$ cat src/rtl/seq_pkg.sv
// rtl/seq_pkg.sv - shared types and defaults for the seq_* stream/detector family
package seq_pkg;

  // Default frame width shared by the detectors and the transmitter.
  localparam int SEQ_WIDTH = 11;

  // Legacy-compatible state encodings; the enum below reuses them.
  localparam logic [0:0] ST_IDLE  = 1'b0;
  localparam logic [0:0] ST_SHIFT = 1'b1;

  typedef enum logic [0:0] {
    IDLE  = ST_IDLE,
    SHIFT = ST_SHIFT
  } seq_tx_state_t;

endpackage

$ cat src/rtl/seq_bit_counter.sv
// rtl/seq_bit_counter.sv - loadable down-counter with a last-bit flag
module seq_bit_counter #(
  parameter int LW = 4
) (
  input  logic          clk,
  input  logic          rst,
  input  logic          load,
  input  logic [LW-1:0] load_val,
  input  logic          dec,
  output logic          last
);

  logic [LW-1:0] cnt_q;
  logic [LW-1:0] cnt_d;

  // Load wins over decrement so a looping frame can reload on its final bit.
  always_comb begin
    cnt_d = cnt_q;
    if (load) begin
      cnt_d = load_val;
    end else if (dec && (cnt_q != '0)) begin
      cnt_d = cnt_q - 1'b1;
    end
  end

  // Counter register; cleared asynchronously so an aborted frame leaves nothing behind.
  always_ff @(posedge clk or posedge rst) begin
    if (rst) begin
      cnt_q <= '0;
    end else begin
      cnt_q <= cnt_d;
    end
  end

  assign last = (cnt_q == {{(LW-1){1'b0}}, 1'b1});

endmodule

$ cat src/rtl/seq_stream_tx.sv
// rtl/seq_stream_tx.sv - MSB-first serial frame transmitter; optional SEQ_TX_LOOP_EN repeats frames
module seq_stream_tx
  import seq_pkg::*;
#(
  parameter int WIDTH = SEQ_WIDTH,
  parameter int LW    = $clog2(WIDTH+1)
) (
  input  logic             clk,
  input  logic             rst,
  input  logic             start,
  input  logic [WIDTH-1:0] data,
  input  logic [LW-1:0]    len,
`ifdef SEQ_TX_LOOP_EN
  input  logic             loop,
`endif
  output logic             ready,
  output logic             dout,
  output logic             dout_valid,
  output logic             busy,
  output logic             done
);

  seq_tx_state_t    state_q, state_d;
  logic [WIDTH-1:0] sreg_q, sreg_d;
  logic [LW-1:0]    eff_len;
  logic [WIDTH-1:0] aligned;
  logic             cnt_load;
  logic [LW-1:0]    cnt_load_val;
  logic             cnt_dec;
  logic             cnt_last;
  logic             done_d;
  logic             dout_q, valid_q, busy_q, done_q;
`ifdef SEQ_TX_LOOP_EN
  logic [WIDTH-1:0] word_q, word_d;
  logic [LW-1:0]    len_q, len_d;
`endif

  // Over-long requests are clamped to the physical register width.
  assign eff_len = (len > LW'(WIDTH)) ? LW'(WIDTH) : len;

  // Left-justify the frame so the first bit always sits at the top of the shift register.
  assign aligned = data << (LW'(WIDTH) - eff_len);

  seq_bit_counter #(
    .LW(LW)
  ) u_cnt (
    .clk     (clk),
    .rst     (rst),
    .load    (cnt_load),
    .load_val(cnt_load_val),
    .dec     (cnt_dec),
    .last    (cnt_last)
  );

  // Next-state logic for the FSM, shift register and done pulse.
  always_comb begin
    state_d      = state_q;
    sreg_d       = sreg_q;
    cnt_load     = 1'b0;
    cnt_load_val = eff_len;
    cnt_dec      = 1'b0;
    done_d       = 1'b0;
`ifdef SEQ_TX_LOOP_EN
    word_d       = word_q;
    len_d        = len_q;
`endif
    case (state_q)
      IDLE: begin
        if (start) begin
          if (eff_len == '0) begin
            // Empty frame: acknowledge with done but never leave IDLE.
            done_d = 1'b1;
          end else begin
            sreg_d   = aligned;
            cnt_load = 1'b1;
            state_d  = SHIFT;
`ifdef SEQ_TX_LOOP_EN
            word_d   = aligned;
            len_d    = eff_len;
`endif
          end
        end
      end
      SHIFT: begin
        sreg_d  = sreg_q << 1;
        cnt_dec = 1'b1;
        if (cnt_last) begin
          done_d  = 1'b1;
          state_d = IDLE;
          sreg_d  = '0;
`ifdef SEQ_TX_LOOP_EN
          if (loop) begin
            // Back-to-back repeat: reload from the saved copy, no idle gap.
            state_d      = SHIFT;
            sreg_d       = word_q;
            cnt_load     = 1'b1;
            cnt_load_val = len_q;
          end
`endif
        end
      end
      default: begin
        state_d = IDLE;
        sreg_d  = '0;
      end
    endcase
  end

  // State, shift register and registered outputs derived from the next state.
  always_ff @(posedge clk or posedge rst) begin
    if (rst) begin
      state_q <= IDLE;
      sreg_q  <= '0;
      dout_q  <= 1'b0;
      valid_q <= 1'b0;
      busy_q  <= 1'b0;
      done_q  <= 1'b0;
    end else begin
      state_q <= state_d;
      sreg_q  <= sreg_d;
      dout_q  <= (state_d == SHIFT) & sreg_d[WIDTH-1];
      valid_q <= (state_d == SHIFT);
      busy_q  <= (state_d == SHIFT);
      done_q  <= done_d;
    end
  end

`ifdef SEQ_TX_LOOP_EN
  // Saved copy of the accepted frame for looping.
  always_ff @(posedge clk or posedge rst) begin
    if (rst) begin
      word_q <= '0;
      len_q  <= '0;
    end else begin
      word_q <= word_d;
      len_q  <= len_d;
    end
  end
`endif

  assign ready      = (state_q == IDLE);
  assign dout       = dout_q;
  assign dout_valid = valid_q;
  assign busy       = busy_q;
  assign done       = done_q;

endmodule
$ cat config.mk
export PLATFORM = sky130hd
export DESIGN_NAME = seq_stream_tx
export DESIGN_NICKNAME = d
export VERILOG_FILES = /design/src/rtl/seq_pkg.sv /design/src/rtl/seq_bit_counter.sv /design/src/rtl/seq_stream_tx.sv
export SDC_FILE = /design/constraint.sdc
export NUM_CORES = 1
export LEC_CHECK = 0
export CAP_MARGIN = 5
export CORE_MARGIN = 3
export CORE_UTILIZATION = 30
export DETAILED_ROUTE_END_ITERATION = 12
export SLEW_MARGIN = 20
export SYNTH_ARGS = -nofsm -noshare
export SYNTH_HDL_FRONTEND = slang
export SYNTH_SLANG_ARGS = --single-unit
export TNS_END_PERCENT = 100
$ cat constraint.sdc
create_clock -name clk -period 2.07 [get_ports clk]
set_clock_uncertainty 0.2 [all_clocks]
set_input_delay 0.414 -clock clk [delete_from_list [all_inputs] [get_ports clk]]
set_output_delay 0.414 -clock clk [all_outputs]
set_load 0.1 [all_outputs]
==> impl_results.md, run 1 <==
- Post-CTS Hold Buffers: 0
- Die W: 74.59 um
- # setup viols final: 0
- Max VDD drop: 0.0005919 V
- Root Buffer: clkbuf_8
- Clk buf depth: 2
- Post-synth EDFFs: 0
- Commonest non-fill, non-tap cell in the layout: buf_4
- Status: finished clean
- Net count of the mapped netlist: 193
- Post-Syn Area: 1411 sq um
- M1 WL: ~2.0 mm
- Slowest stage delay, CP: 0.53 ns
- Top_reg_cell synth: dfrtp_1
- Final non-filler cell total: 290
- Gr usage total: 15.84%
- Buf+Inv Stages, Crit Path: 1
- Syn_area_per_cell: between 8 and 9 sq um
- LEAKAGE: 0.0009659 uW
- IO buf count: 22
- HPWL after detailed placement: 3.249 mm
- Maximum clock frequency: between 500 and 600 MHz
- Residual DRC: 0
- Crit Path Class: in2reg
- Setup WS pre-CTS: -0.4331 ns
- Vias in the first global route: ~1500
- Share of the synthesized area in the top cell type: 31.91%
- Max cap viols: 0
- Total met3 wirelength after detailed routing: between 150 and 200 um
- Post-DR wirelength/cell: 13.82 um
- Fin. max-slew vios: 0
- Critical path arrival: 1.97 ns
- Num CTS Buffers: 3
- Setup TNS: 0 ns
- Nets: 260
- First-pass GRT wire length: 6.941 mm
- Synth top area cells: dfrtp_1 32%, nor2_1 4.5%, nand2_1 4.0%
- Final hold violation count: 0
- Synthesis-stage register bit count: 18
- Power, Total: 2278 uW
- Clk pin slew, worst setup/hold paths: 0.07 ns
- Initial antenna violation count: 0
- Share of layout cells above drive strength 1: 34.45%
- Area of the multi-input gates: 919.6 sq um
- Async set or reset register ratio after synthesis: between 90% and 100%
- Sink Count: 18
- Area Overhead vs Synth: 56.21%
- Final ANT Viol Nets: 0
- CP endpoint kind: flop
- Largest net degree at the start of global routing: 19
- Die Ht: about 75 um
- Relative max-transition margin: approximately 70%
- Met2 wire len: 1.822 mm
- I/O pins: 23
- Drt first pass iters: 4
- Unrepaired setup endpoints after global routing: false
- CTS H-Tree Depth: 1
- Crit-path slowest cell: clkdlybuf4s50_1
- Most frequent cells in the layout: 50 x buf_4, 17 x nor2_1, 17 x dfrtp_1
- Synth Instances: ~170
- DP Cell Count: approximately 280
- Setup ws final: 0.07441 ns
- N_diodes: 0
- CTS tree: yes
- Min cycle time layout: 1.996 ns
- Routed vias: 1549
- Register area share after synthesis: 31.91%
- Worst setup SP type: primary input
- Register area: 454.2 sq um
- Ys Warns: 0
- Post-synth cell types: 47
- Power Density: 1033 nW/um^2
- Filler Cell Count: approximately 450
- Placement Rows: 24
- CP top delay family: compound AO/OA/AOI/OAI gates
- Later-pin clock latency in the skew report: 0.25 ns
- Worst min-delay path category: in2async
- CP max FO: 4
- DRT iter0 DRCs: 99
- Slew @ Worst Pin: ~0.48 ns
- Gpl congestion: approximately 0.86
- Fin util: 49.61%
- Via density: 5.341
- Crit path cell chain: clkdlybuf4s50_1 > nand2b_1 > o31ai_1 > a221o_1 > or2_1 > a32oi_1
- Routed Wire Length: 4.008 mm
- Worst Path Required: 2.04 ns
- Initial Utilization: 31.76%
- Final period utilization: between 90% and 100%
- Uppermost layer routed: met4
- Gr ovfl total: 0
- Die area: 5564 sq um
- Synth area leader: dfrtp_1
- Core area: 4444 sq um
[flip-flops by register name (all words and copies together), names as in the netlist]
signal,flops
busy,1
done,1
dout,1
sreg_q,11
u_cnt.cnt_q,4
[where the power goes]
| group | internal, uW | switching [uW] |
|---|---|---|
| Clock | 169 | 117 |
| Combinational | 594 | 799 |
| Sequential | 499 | 100 |
[area by class of cell]
| type | count | share of cell area [%] |
|---|---|---|
| Sequential cell | 18 | 20.60 |
| Inverter | 8 | 1.532 |
| Tap cell | 52 | 2.951 |
| Multi-Input combinational cell | 133 | 41.71 |
| Timing Repair Buffer | 75 | 30.70 |
| Clock buffer | 4 | 2.497 |
[worst paths after layout]
kind	from	slack, ns	end	depth (start not counted)
worst max-delay path	data[6]	0.07	dout	6
worst max register to register	busy	0.24	dout	5
max in group asynchronous	rst	1.18	busy	3
worst min-delay path	rst	0.27	u_cnt.cnt_q[3]	3
worst min register to register	sreg_q[0]	0.31	sreg_q[0]	1
min in group clk	sreg_q[0]	0.31	sreg_q[0]	1
[what timing repair did]
action	CTS	global route
pin swaps	9	0
buffers inserted	3	0
endpoints found under the setup margin	15	1
resized for setup	20	1
[cell families after synthesis]
kind of cell / after synthesis / share of synthesized area [%]
compound gates: 67 / 34.13
simple gates: 58 / 19.86
buf+inv: 21 / 7.712
flops: 18 / 31.91
mux: 5 / 3.723
fa+ha+maj: 3 / 2.660
[synth_stat cells (2+ instances only)]
| cell type | count |
|---|---|
| nor3_1 | 4 |
| a31oi_1 | 2 |
| nor2b_1 | 4 |
| ha_1 | 3 |
| clkbuf_1 | 3 |
| o21ai_1 | 6 |
| dfrtp_1 | 18 |
| a22oi_1 | 4 |
| o21ai_0 | 11 |
| o2111ai_1 | 2 |
| nor2_1 | 17 |
| a221oi_1 | 3 |
| nand2b_1 | 6 |
| o31ai_1 | 4 |
| a21oi_1 | 11 |
| a32oi_1 | 2 |
| a311oi_1 | 2 |
| buf_4 | 2 |
| mux2_1 | 2 |
| buf_2 | 6 |
| o21a_1 | 2 |
| inv_1 | 7 |
| nand2_1 | 15 |
| a221o_1 | 4 |
| or4_1 | 2 |
| mux2i_1 | 3 |
| o211ai_1 | 2 |
| nand3_1 | 5 |
| buf_6 | 2 |
[worst min-delay path, stage by stage]
cell	delay [ns]
clkdlybuf4s50_1	0.40
inv_1	0.05
buf_4	0.24
[layer usage]
layer | up-vias | global-route usage [%]
met5 | - | 0
met4 | 0 | 4.743
met3 | 5 | 1.216
met2 | 43 | 26.15
met1 | 725 | 22.07
li1 | 776 | -
[per-stage QoR]
stage / hold slack, ns / instance area [sq um]
2_1_floorplan: 0.1526 / 1436
3_3_place_gp: 0.2917 / 2062
3_5_place_dp: 0.2925 / 2062
4_1_cts: 0.2780 / 2202
5_1_grt: 0.2924 / 2205
6_report: 0.2729 / 2205
Power figures use the tool's default switching activity.
==> run 2, diff against run 1 <==
Settings changed: CAP_MARGIN 5 to not set, CTS_BUF_LIST set to sky130_fd_sc_hd__clkbuf_4, MAX_ROUTING_LAYER set to met4.
==> run 2 against run 1 <==
  * Wire length decreased by 1.1%
  * Critical path depth is the same
  * Critical path type unchanged
  * Maximum frequency shrank 0.13%
  * Largest power group unchanged
  * Clock-buffer cell count fell by 1
  * Clock power fell by 38%
==> impl_results.md, run 2 (synthesis results as in run 1) <==
- Status: finished clean (unchanged)
- Fin. max-slew vios: 0 (unchanged)
- Critical path arrival: 2.01 ns (was 1.97 ns)
- Gr usage total: 16.19% (was 15.84%)
- Commonest non-fill, non-tap cell in the layout: buf_4 (unchanged)
- Power, Total: 2170 uW (was 2278 uW)
- Worst Path Required: 2.08 ns (was 2.04 ns)
- Relative max-transition margin: 68.23% (was 68.20%)
- CP endpoint kind: flop (unchanged)
- Max VDD drop: 0.0005798 V (was 0.0005919 V)
- DRT iter0 DRCs: 128 (was 99)
- Setup TNS: 0 ns (unchanged)
- IO buf count: 22 (unchanged)
- Residual DRC: 0 (unchanged)
- Routed vias: 1534 (was 1549)
- Later-pin clock latency in the skew report: 0.29 ns (was 0.25 ns)
- Post-DP Area: 2062 sq um (unchanged)
- Max cap viols: 0 (unchanged)
- Final period utilization: 96.53% (was 96.41%)
- Register area: 454.2 sq um (unchanged)
- Worst min-delay path category: in2async (unchanged)
- Min cycle time layout: 1.998 ns (was 1.996 ns)
- CP max FO: 4 (unchanged)
- CTS tree: yes (unchanged)
- Worst setup SP type: primary input (unchanged)
- Area Overhead vs Synth: 53.99% (was 56.21%)
- Biggest regs: sreg_q x11, u_cnt.cnt_q x4 (unchanged)
- Slew @ Worst Pin: 0.4765 ns (was 0.4771 ns)
- Most frequent cells in the layout: 47 x buf_4, 17 x nor2_1, 17 x dfrtp_1 (was 50 x buf_4, 17 x nor2_1, 17 x dfrtp_1)
- N_diodes: 0 (unchanged)
- Final hold violation count: 0 (unchanged)
- # setup viols final: 0 (unchanged)
- Area of the multi-input gates: 927.1 sq um (was 919.6 sq um)
- First-pass GRT wire length: 6.893 mm (was 6.941 mm)
- Routed Wire Length: 3.965 mm (was 4.008 mm)
- Gpl congestion: 0.8721 (was 0.8584)
- Max FFs per register: 11 (unchanged)
- Largest Register: sreg_q (unchanged)
- LEAKAGE: 0.0009431 uW (was 0.0009659 uW)
- Placement Rows: 24 (unchanged)
- Post-CTS Hold Buffers: 0 (unchanged)
- Final non-filler cell total: 288 (was 290)
- Filler Cell Count: 448 (was 451)
- Die W: 74.59 um (unchanged)
- Die Ht: 74.59 um (unchanged)
- Final ANT Viol Nets: 0 (unchanged)
- Drt first pass iters: 4 (unchanged)
- Share of layout cells above drive strength 1: 34.32% (was 34.45%)
- Initial antenna violation count: 0 (unchanged)
- Crit Path Class: in2reg (unchanged)
- Power Density: 998.7 nW/um^2 (was 1033 nW/um^2)
- Clk pin slew, worst setup/hold paths: 0.10 ns (was 0.07 ns)
- Vias in the first global route: 1493 (was 1532)
- Post-DR wirelength/cell: 13.77 um (was 13.82 um)
- Unrepaired setup endpoints after global routing: false (unchanged)
- Initial Utilization: 31.76% (unchanged)
- CTS H-Tree Depth: 1 (unchanged)
- Via density: 5.326 (was 5.341)
- DP Cell Count: 283 (unchanged)
- Gr ovfl total: 0 (unchanged)
- Die area: 5564 sq um (unchanged)
- Largest net degree at the start of global routing: 19 (unchanged)
- HPWL after detailed placement: 3.249 mm (unchanged)
- I/O pins: 23 (unchanged)
- Sink Count: 18 (unchanged)
- Nets: 258 (was 260)
- Maximum clock frequency: 500.4 MHz (was 501.1 MHz)
- Core area: 4444 sq um (unchanged)
- Num CTS Buffers: 3 (unchanged)
- Post-route cell area: 2173 sq um (was 2205 sq um)
- Root Buffer: clkbuf_4 (was clkbuf_8)
- Clk buf depth: 2 (unchanged)
## run 2: critical path: stages
cell             delay (ns)
clkdlybuf4s50_1        0.54
nand2_1                0.09
o21ai_1                0.10
a221oi_2               0.09
or4_4                  0.55
a32oi_1                0.21
## run 2: area by class of cell
cell class / instances / share of cell area (%)
clock inverter: 1 / 0.1727
multi-input combinational: 133 / 42.66
sequential: 18 / 20.90
clock buffer: 3 / 1.036
timing repair buffer: 73 / 30.69
tap: 52 / 2.994
inverter: 8 / 1.554
## run 2: routing by layer
metal,part of all wire (%),wire length (um),vias to the layer above,GRT usage (%)
li1,-,-,775,-
met1,50,1972,726,22.31
met2,46,1826,31,25.37
met3,3.6,144,2,1.622
met4,0.53,21,0,4.150
met5,0,0,-,-
## run 2: stage by stage
step	hold slack (ns)	utilization (%)	setup slack (ns)
2_1_floorplan	0.1526	-	-0.1140
3_3_place_gp	0.2917	46.40	-0.3960
3_5_place_dp	0.2925	46.40	-0.4331
4_1_cts	0.2256	48.34	-0.003486
5_1_grt	0.2285	48.90	0.04205
6_report	0.2280	48.90	0.07173
## run 2: final timing paths
check	slack (ns)	endpoint	cells past startpoint	from
worst max-delay path	0.07	dout	6	data[2]
worst min-delay path	0.23	u_cnt.cnt_q[3]	3	rst
worst max register to register	0.25	dout	5	busy
worst min register to register	0.32	sreg_q[8]	1	sreg_q[7]
max in group asynchronous	1.23	busy	3	rst
min in group clk	0.32	sreg_q[8]	1	sreg_q[7]
## run 2: power by group
group          leakage [uW]  internal (uW)  switching (uW)  total [uW]
clock             0.0000154           70.1             106         176
combinational      0.000699            596             801        1400
sequential         0.000229            498            98.4         597
total              0.000943           1160            1010        2170
## run 2: repair_timing
| action | 4_1_cts | 5_1_grt |
|---|---|---|
| pin swaps | 10 | 5 |
| buffers inserted | 1 | 0 |
| setup endpoints to repair | 15 | 12 |
| resized for setup | 16 | 8 |
